### src/rtl/fhdo_spi_pkg.sv
// Shared constants, state encoding and DAC command codes for the GPA-FHDO SPI master.
package fhdo_spi_pkg;

    localparam int unsigned FRAME_BITS = 24;
    localparam int unsigned DATA_BITS  = 16;
    localparam int unsigned DIV_WIDTH  = 6;

    typedef enum logic [2:0] {
        StIdle,
        StSetup,
        StShift,
        StHold,
        StGap
    } state_e;

    localparam logic [7:0] DAC0 = 8'h08;
    localparam logic [7:0] DAC1 = 8'h09;
    localparam logic [7:0] DAC2 = 8'h0A;
    localparam logic [7:0] DAC3 = 8'h0B;

endpackage

### src/rtl/fhdo_spi_master_if.sv
// Frame request / SPI pin bundle between the flocra gradient path and the FHDO master.
interface fhdo_spi_master_if;
    import fhdo_spi_pkg::*;

    logic [DIV_WIDTH-1:0]  spi_div_i;
    logic [FRAME_BITS-1:0] data_i;
    logic                  valid_i;
    logic                  busy_o;
    logic                  drop_o;
    logic                  fhdo_clk_o;
    logic                  fhdo_sdo_o;
    logic                  fhdo_ssn_o;
    logic                  fhdo_sdi_i;
    logic [DATA_BITS-1:0]  adc_value_o;
    logic                  adc_valid_o;

    modport master (
        input  spi_div_i, data_i, valid_i, fhdo_sdi_i,
        output busy_o, drop_o, fhdo_clk_o, fhdo_sdo_o, fhdo_ssn_o, adc_value_o, adc_valid_o
    );

    modport slave (
        output spi_div_i, data_i, valid_i, fhdo_sdi_i,
        input  busy_o, drop_o, fhdo_clk_o, fhdo_sdo_o, fhdo_ssn_o, adc_value_o, adc_valid_o
    );

endinterface

### src/rtl/fhdo_spi_clkgen.sv
// Half-period timer: phase_end marks the last cycle of each H-cycle phase, odd_phase
// is set during the second phase after a restart (the SCLK-low half in SHIFT).
module fhdo_spi_clkgen
    import fhdo_spi_pkg::*;
(
    input  logic                 clk,
    input  logic                 rst,
    input  logic                 load,
    input  logic [DIV_WIDTH-1:0] div,
    input  logic                 restart,
    output logic                 phase_end,
    output logic                 odd_phase
);

    logic [DIV_WIDTH-1:0] div_q;
    logic [DIV_WIDTH-1:0] cnt_q;
    logic                 odd_q;

    always_ff @(posedge clk) begin
        if (rst) begin
            div_q <= '0;
            cnt_q <= '0;
            odd_q <= 1'b0;
        end else begin
            if (load) begin
                div_q <= div;
            end
            if (restart) begin
                cnt_q <= '0;
                odd_q <= 1'b0;
            end else if (phase_end) begin
                cnt_q <= '0;
                odd_q <= ~odd_q;
            end else begin
                cnt_q <= cnt_q + 1'b1;
            end
        end
    end

    assign phase_end = (cnt_q == div_q);
    assign odd_phase = odd_q;

endmodule

### src/rtl/fhdo_spi_master.sv
// SPI master for the GPA-FHDO gradient board (mode 1, 24-bit frames, MSB first).
// Define FHDO_SPI_READBACK_EN to build the SDI capture path and ADC readback outputs.
module fhdo_spi_master
    import fhdo_spi_pkg::*;
(
    input  logic              clk,
    input  logic              rst,
    fhdo_spi_master_if.master bus
);

    state_e                state_q;
    logic [FRAME_BITS-2:0] tx_q;
    logic [4:0]            bit_cnt_q;
    logic                  busy_q;
    logic                  drop_q;
    logic                  sclk_q;
    logic                  sdo_q;
    logic                  ssn_q;

    logic accept;
    logic restart;
    logic phase_end;
    logic odd_phase;
    logic sample;
    logic shift_done;

    assign accept     = (state_q == StIdle) && bus.valid_i;
    assign sample     = (state_q == StShift) && phase_end && !odd_phase;
    assign shift_done = (state_q == StShift) && phase_end && odd_phase && (bit_cnt_q == 5'd0);

    // Timer restarts exactly on each state transition so every state starts at count 0.
    always_comb begin
        restart = 1'b0;
        unique case (state_q)
            StIdle:  restart = bus.valid_i;
            StSetup: restart = phase_end;
            StShift: restart = shift_done;
            StHold:  restart = phase_end;
            StGap:   restart = phase_end && odd_phase;
            default: restart = 1'b0;
        endcase
    end

    fhdo_spi_clkgen u_clkgen (
        .clk       (clk),
        .rst       (rst),
        .load      (accept),
        .div       (bus.spi_div_i),
        .restart   (restart),
        .phase_end (phase_end),
        .odd_phase (odd_phase)
    );

    always_ff @(posedge clk) begin
        if (rst) begin
            state_q   <= StIdle;
            tx_q      <= '0;
            bit_cnt_q <= '0;
            busy_q    <= 1'b0;
            drop_q    <= 1'b0;
            sclk_q    <= 1'b0;
            sdo_q     <= 1'b0;
            ssn_q     <= 1'b1;
        end else begin
            drop_q <= bus.valid_i && (state_q != StIdle);
            unique case (state_q)
                StIdle: begin
                    if (bus.valid_i) begin
                        state_q <= StSetup;
                        tx_q    <= bus.data_i[FRAME_BITS-2:0];
                        sdo_q   <= bus.data_i[FRAME_BITS-1];
                        busy_q  <= 1'b1;
                        ssn_q   <= 1'b0;
                        sclk_q  <= 1'b0;
                    end
                end
                StSetup: begin
                    if (phase_end) begin
                        state_q   <= StShift;
                        sclk_q    <= 1'b1;
                        bit_cnt_q <= 5'(FRAME_BITS - 1);
                    end
                end
                StShift: begin
                    if (phase_end && !odd_phase) begin
                        sclk_q <= 1'b0;
                    end else if (shift_done) begin
                        state_q <= StHold;
                    end else if (phase_end) begin
                        // Mode 1: next bit goes out together with the rising edge.
                        bit_cnt_q <= bit_cnt_q - 1'b1;
                        sclk_q    <= 1'b1;
                        sdo_q     <= tx_q[FRAME_BITS-2];
                        tx_q      <= {tx_q[FRAME_BITS-3:0], 1'b0};
                    end
                end
                StHold: begin
                    if (phase_end) begin
                        state_q <= StGap;
                        ssn_q   <= 1'b1;
                        sdo_q   <= 1'b0;
                    end
                end
                StGap: begin
                    if (phase_end && odd_phase) begin
                        state_q <= StIdle;
                        busy_q  <= 1'b0;
                    end
                end
                default: state_q <= StIdle;
            endcase
        end
    end

    assign bus.busy_o     = busy_q;
    assign bus.drop_o     = drop_q;
    assign bus.fhdo_clk_o = sclk_q;
    assign bus.fhdo_sdo_o = sdo_q;
    assign bus.fhdo_ssn_o = ssn_q;

`ifdef FHDO_SPI_READBACK_EN
    logic [FRAME_BITS-1:0] capture_q;
    logic [DATA_BITS-1:0]  adc_value_q;
    logic                  adc_valid_q;
    logic                  unused_capture_msb;

    always_ff @(posedge clk) begin
        if (rst) begin
            capture_q   <= '0;
            adc_value_q <= '0;
            adc_valid_q <= 1'b0;
        end else begin
            adc_valid_q <= shift_done;
            if (sample) begin
                capture_q <= {capture_q[FRAME_BITS-2:0], bus.fhdo_sdi_i};
            end
            if (shift_done) begin
                adc_value_q <= capture_q[DATA_BITS-1:0];
            end
        end
    end

    assign unused_capture_msb = capture_q[FRAME_BITS-1];
    assign bus.adc_value_o    = adc_value_q;
    assign bus.adc_valid_o    = adc_valid_q;
`else
    logic unused_readback;

    assign unused_readback = bus.fhdo_sdi_i ^ sample;
    assign bus.adc_value_o = '0;
    assign bus.adc_valid_o = 1'b0;
`endif

endmodule
### src/flat_wrapper.sv
// flat-port wrapper written by rule: the top's interface ports become plain ports
module fhdo_spi_master_flat import fhdo_spi_pkg::*;
  (clk, rst, bus_spi_div_i, bus_data_i, bus_valid_i, bus_fhdo_sdi_i, bus_busy_o, bus_drop_o, bus_fhdo_clk_o, bus_fhdo_sdo_o, bus_fhdo_ssn_o, bus_adc_value_o, bus_adc_valid_o);
  fhdo_spi_master_if bus_i ();
  input  logic clk;
  input  logic rst;
  input wire logic [$bits(bus_i.spi_div_i)-1:0] bus_spi_div_i;
  input wire logic [$bits(bus_i.data_i)-1:0] bus_data_i;
  input wire logic [$bits(bus_i.valid_i)-1:0] bus_valid_i;
  input wire logic [$bits(bus_i.fhdo_sdi_i)-1:0] bus_fhdo_sdi_i;
  output wire logic [$bits(bus_i.busy_o)-1:0] bus_busy_o;
  output wire logic [$bits(bus_i.drop_o)-1:0] bus_drop_o;
  output wire logic [$bits(bus_i.fhdo_clk_o)-1:0] bus_fhdo_clk_o;
  output wire logic [$bits(bus_i.fhdo_sdo_o)-1:0] bus_fhdo_sdo_o;
  output wire logic [$bits(bus_i.fhdo_ssn_o)-1:0] bus_fhdo_ssn_o;
  output wire logic [$bits(bus_i.adc_value_o)-1:0] bus_adc_value_o;
  output wire logic [$bits(bus_i.adc_valid_o)-1:0] bus_adc_valid_o;
  assign bus_i.spi_div_i = bus_spi_div_i;
  assign bus_i.data_i = bus_data_i;
  assign bus_i.valid_i = bus_valid_i;
  assign bus_i.fhdo_sdi_i = bus_fhdo_sdi_i;
  assign bus_busy_o = bus_i.busy_o;
  assign bus_drop_o = bus_i.drop_o;
  assign bus_fhdo_clk_o = bus_i.fhdo_clk_o;
  assign bus_fhdo_sdo_o = bus_i.fhdo_sdo_o;
  assign bus_fhdo_ssn_o = bus_i.fhdo_ssn_o;
  assign bus_adc_value_o = bus_i.adc_value_o;
  assign bus_adc_valid_o = bus_i.adc_valid_o;
  fhdo_spi_master u_core (.clk(clk), .rst(rst), .bus(bus_i));
endmodule
### config.mk
export PLATFORM = sky130hd
export DESIGN_NAME = fhdo_spi_master_flat
export DESIGN_NICKNAME = d
export VERILOG_FILES = /design/src/rtl/fhdo_spi_pkg.sv /design/src/rtl/fhdo_spi_master_if.sv /design/src/rtl/fhdo_spi_clkgen.sv /design/src/rtl/fhdo_spi_master.sv /design/src/flat_wrapper.sv
export SDC_FILE = /design/constraint.sdc
export NUM_CORES = 1
export LEC_CHECK = 0
export ABC_AREA = 1
export BUFFER_PORTS_ARGS = -buffer_cell sky130_fd_sc_hd__buf_2
export CAP_MARGIN = 30
export CORE_MARGIN = 1.5
export CORE_UTILIZATION = 30
export CTS_CLUSTER_DIAMETER = 40
export CTS_CLUSTER_SIZE = 10
export DETAILED_ROUTE_END_ITERATION = 6
export PLACE_DENSITY = 0.56
export RECOVER_POWER = 100
export SLEW_MARGIN = 20
export SYNTH_ARGS = -nofsm -noshare
export SYNTH_HDL_FRONTEND = slang
export SYNTH_SLANG_ARGS = --single-unit
### constraint.sdc
create_clock -name clk -period 1.55 [get_ports clk]
set_input_delay 0.465 -clock clk [delete_from_list [all_inputs] [get_ports clk]]
set_output_delay 0.465 -clock clk [all_outputs]
set_load 0.1 [all_outputs]
==> results.sh <==
export IMPL_area_growth_synth_to_final_pct=40.40
export IMPL_die_w_um=98.05
export IMPL_num_vias=2703
export IMPL_coreArea_mm2=0.008721
export IMPL_pre_cts_slack_ps=-178.5
export IMPL_drcViolationCount=0
export IMPL_crit_family="simple AND/OR/NAND/NOR gates"
export IMPL_dpl_cell_count=603
export IMPL_fin_cells=620
export IMPL_grt_pass1_vias=2585
export IMPL_die_height_um=98.05
export IMPL_track_usage=0.1371
export IMPL_cp_arrival_ps=1900
export IMPL_grt_pass1_wl_um=11190
export IMPL_wl_um=6524
export IMPL_cts_buffer_depth=2
export IMPL_avgSynthCellArea_um2=6.515
export IMPL_status="finished, violations left"
export IMPL_cp_common_cell="nor2_4"
export IMPL_setup_tns_ps=-2277
export IMPL_drt_pass1_iterations=4
export IMPL_synth_cell_types=31
export IMPL_p_per_area_mw_per_mm2=2011
export IMPL_p_total_w=0.007651
export IMPL_initial_core_util=0.3108
export IMPL_antenna_found_initial=0
export IMPL_syn_cell_area_mm2=0.002710
export IMPL_cts_tree="done"
export IMPL_setup_viol=37
export IMPL_hold_class="in2reg"
export IMPL_cpPeakStageDelay_ps=370
export IMPL_routedWlPerCell_um=10.52
export IMPL_final_max_slew_violation_count=0
export IMPL_switchingPower_w=0.003395
export IMPL_crit_chain="inv_2 -> nand2_2 -> nand2_2 -> nor2_4 -> nand3_4 -> nor2_4 -> nand2_4 -> nand2_4 -> nor2_4 -> inv_4 -> clkbuf_16 -> nor2_1 -> nor2_1"
export IMPL_viasPerCell=4.360
export IMPL_p_comb_frac=0.602
export IMPL_fmax_ghz=0.6068
export IMPL_pin_count=56
export IMPL_crit_path_start_kind="flip-flop"
export IMPL_ir_worst_vdd_v=0.0009066
export IMPL_diodes=0
export IMPL_clock_root_buffer="clkbuf_8"
export IMPL_seqPwrFrac=0.266
export IMPL_yosysSeqAreaShare=0.3620
export IMPL_drive_above_1_share=0.3945
export IMPL_end_kind="flip-flop"
export IMPL_maxCapViolCount=0
export IMPL_ys_warn_count=0
export IMPL_crit_fanout=5
export IMPL_cts_htree_levels=2
export IMPL_finalCriticalPeriod_ps=1648
export IMPL_gp_congestion=0.8335
export IMPL_dp_hpwl_um=4255
export IMPL_cts_buffers=5
export IMPL_cts_reportedPaths_clkPinSlew_ps=100
export IMPL_grt_overflow_total=0
export IMPL_numPortBuffers=37
export IMPL_dieArea_mm2=0.009613
export IMPL_fin_ws_ps=-98.12
export IMPL_cp_buffers_inverters=3
export IMPL_swShare=0.4438
export IMPL_grt_max_degree=34
export IMPL_violations="setup timing"
export IMPL_crit_path_top_delay_cell="dfxtp_2"
export IMPL_p_clk_frac=0.133
export IMPL_final_nets=548
export IMPL_rsz0062_at_grt="yes"
export IMPL_rows=34
export IMPL_clk_latency_ps=310
export IMPL_hold_viol_final=0
export IMPL_p_int_w=0.004256
export IMPL_postSynthCellCount=416
export IMPL_crit_type="reg2reg"
export IMPL_drtAntennaViolNets=0
export IMPL_drt_first_iter_violations=81
export IMPL_postLayoutCoreUtil=0.4363
export IMPL_fin_skew_ps=13.15
export IMPL_cp_required_ps=1800
export IMPL_cts_sink_count=49
export IMPL_period_share=1.063
export IMPL_p_leak_nw=1.862
export IMPL_synth_seq_cells=49
==> repair_timing <==
| action | 4_1_cts | 5_1_grt |
|---|---|---|
| setup buffers | 3 | 3 |
| cloned | 0 | 4 |
| resized for setup | 52 | 46 |
| pin swaps | 5 | 14 |
| hold buffers | 0 | 0 |
| hold endpoints to repair | 0 | 0 |
| setup endpoints to repair | 42 | 42 |
==> state kept, by name, indices dropped and copies added, names as in the netlist, 3 cells and up <==
name / count
u_core.tx_q: 23
u_core.bit_cnt_q: 5
u_core.u_clkgen.cnt_q: 6
u_core.u_clkgen.div_q: 6
u_core.state_q: 3
==> cell usage in the layout, fill, tap and decap left out, types with 2 or more instances in the layout <==
master	n
inv_1	26
clkbuf_2	2
nor2_2	18
o21ai_1	16
clkbuf_16	2
clkbuf_8	6
buf_6	9
nand3_1	3
xor2_1	2
o21ai_0	13
o21ai_2	4
dfxtp_2	14
nor2_1	60
nand2_1	112
clkbuf_4	3
conb_1	17
ha_1	2
nor3_1	6
inv_2	10
buf_2	33
nand2_2	19
buf_12	3
nand3_4	3
nand4_1	4
dfxtp_1	35
nor2_4	11
a21oi_1	11
nand2_4	4
buf_4	52
==> cell usage after synthesis <==
library cell / count / area (um^2)
nor2_1: 71 / 266.5
or2_2: 1 / 6.260
xor2_1: 2 / 17.52
a21oi_1: 12 / 60.06
inv_2: 4 / 15.01
nor3_1: 7 / 35.03
a31oi_1: 1 / 6.260
conb_1: 1 / 3.750
dfxtp_1: 49 / 980.9
o31ai_1: 1 / 7.510
ha_1: 3 / 37.54
buf_2: 2 / 10.01
clkbuf_1: 6 / 22.52
nand2_2: 3 / 18.77
nand2_4: 1 / 11.26
o221ai_1: 1 / 8.760
nand3_4: 1 / 17.52
buf_12: 1 / 20.02
inv_4: 1 / 6.260
nand3_1: 5 / 25.02
o21bai_1: 1 / 7.510
nor2_4: 4 / 45.04
nor2_2: 14 / 87.58
inv_1: 32 / 120.1
o21ai_1: 11 / 55.05
o21ai_0: 22 / 110.1
nor3b_1: 1 / 7.510
buf_4: 20 / 150.1
nand4_1: 4 / 25.02
buf_6: 3 / 33.78
nand2_1: 131 / 491.7
==> power by group through the flow <==
stage	logic, W	clock network (W)	registers [W]
3_3_place_gp	0.00361	0	0.00201
5_1_grt	0.00510	0.00110	0.00209
6_report	0.00460	0.00101	0.00203
2_1_floorplan	0.00238	0	0.00226
3_5_place_dp	0.00367	0	0.00202
4_1_cts	0.00401	0.00105	0.00202
==> area by class of cell <==
type	count	area [um^2]
repair buffers	104	799.5
well taps	108	135.1
clock buffers	6	82.58
clock inverters	2	41.29
multi-input cells	314	1607
inverters	37	141.4
flip-flops and latches	49	998.5
fillers	898	4916
==> worst paths after layout <==
check | slack, ps | endpoint | from | cells past startpoint
worst max-delay path | -100 | u_core.tx_q[21]$_SDFFE_PP0P_ | u_core.u_clkgen.cnt_q[3]$_SDFF_PP0_ | 13
worst max register to register | -100 | u_core.tx_q[21]$_SDFFE_PP0P_ | u_core.u_clkgen.cnt_q[3]$_SDFF_PP0_ | 13
worst min register to register | 470 | u_core.bus.fhdo_sdo_o$_SDFFE_PP0P_ | u_core.bus.fhdo_sdo_o$_SDFFE_PP0P_ | 2
worst min-delay path | 380 | u_core.bus.busy_o$_SDFFE_PP0P_ | rst | 2
==> stage by stage <==
step	area [um^2]	hold WS [ps]
after global placement	3329	450.3
final	3805	377.5
after detailed placement	3329	462.9
after CTS	3597	369.7
after floorplan	2770	440.0
after global routing	3805	392.7
==> metal layers <==
layer	GRT usage	vias up	part of all wire
met1	0.1703	1200	0.46
met3	0.02935	4	0.044
li1	-	1442	-
met5	0	-	0
met2	0.2462	57	0.49
met4	0.02308	0	0.0032
==> kinds of logic after synthesis <==
| logic type | share of synthesized area |
|---|---|
| AND/OR/NAND/NOR | 0.3827 |
| buffers and inverters | 0.1394 |
| AO/OA/AOI/OAI | 0.09419 |
| flip-flops | 0.3620 |
| adder cells (fa/ha/maj) | 0.01385 |
| XOR/XNOR | 0.006465 |
| other | 0.001384 |
No activity file was read; power rests on OpenSTA's default activity.
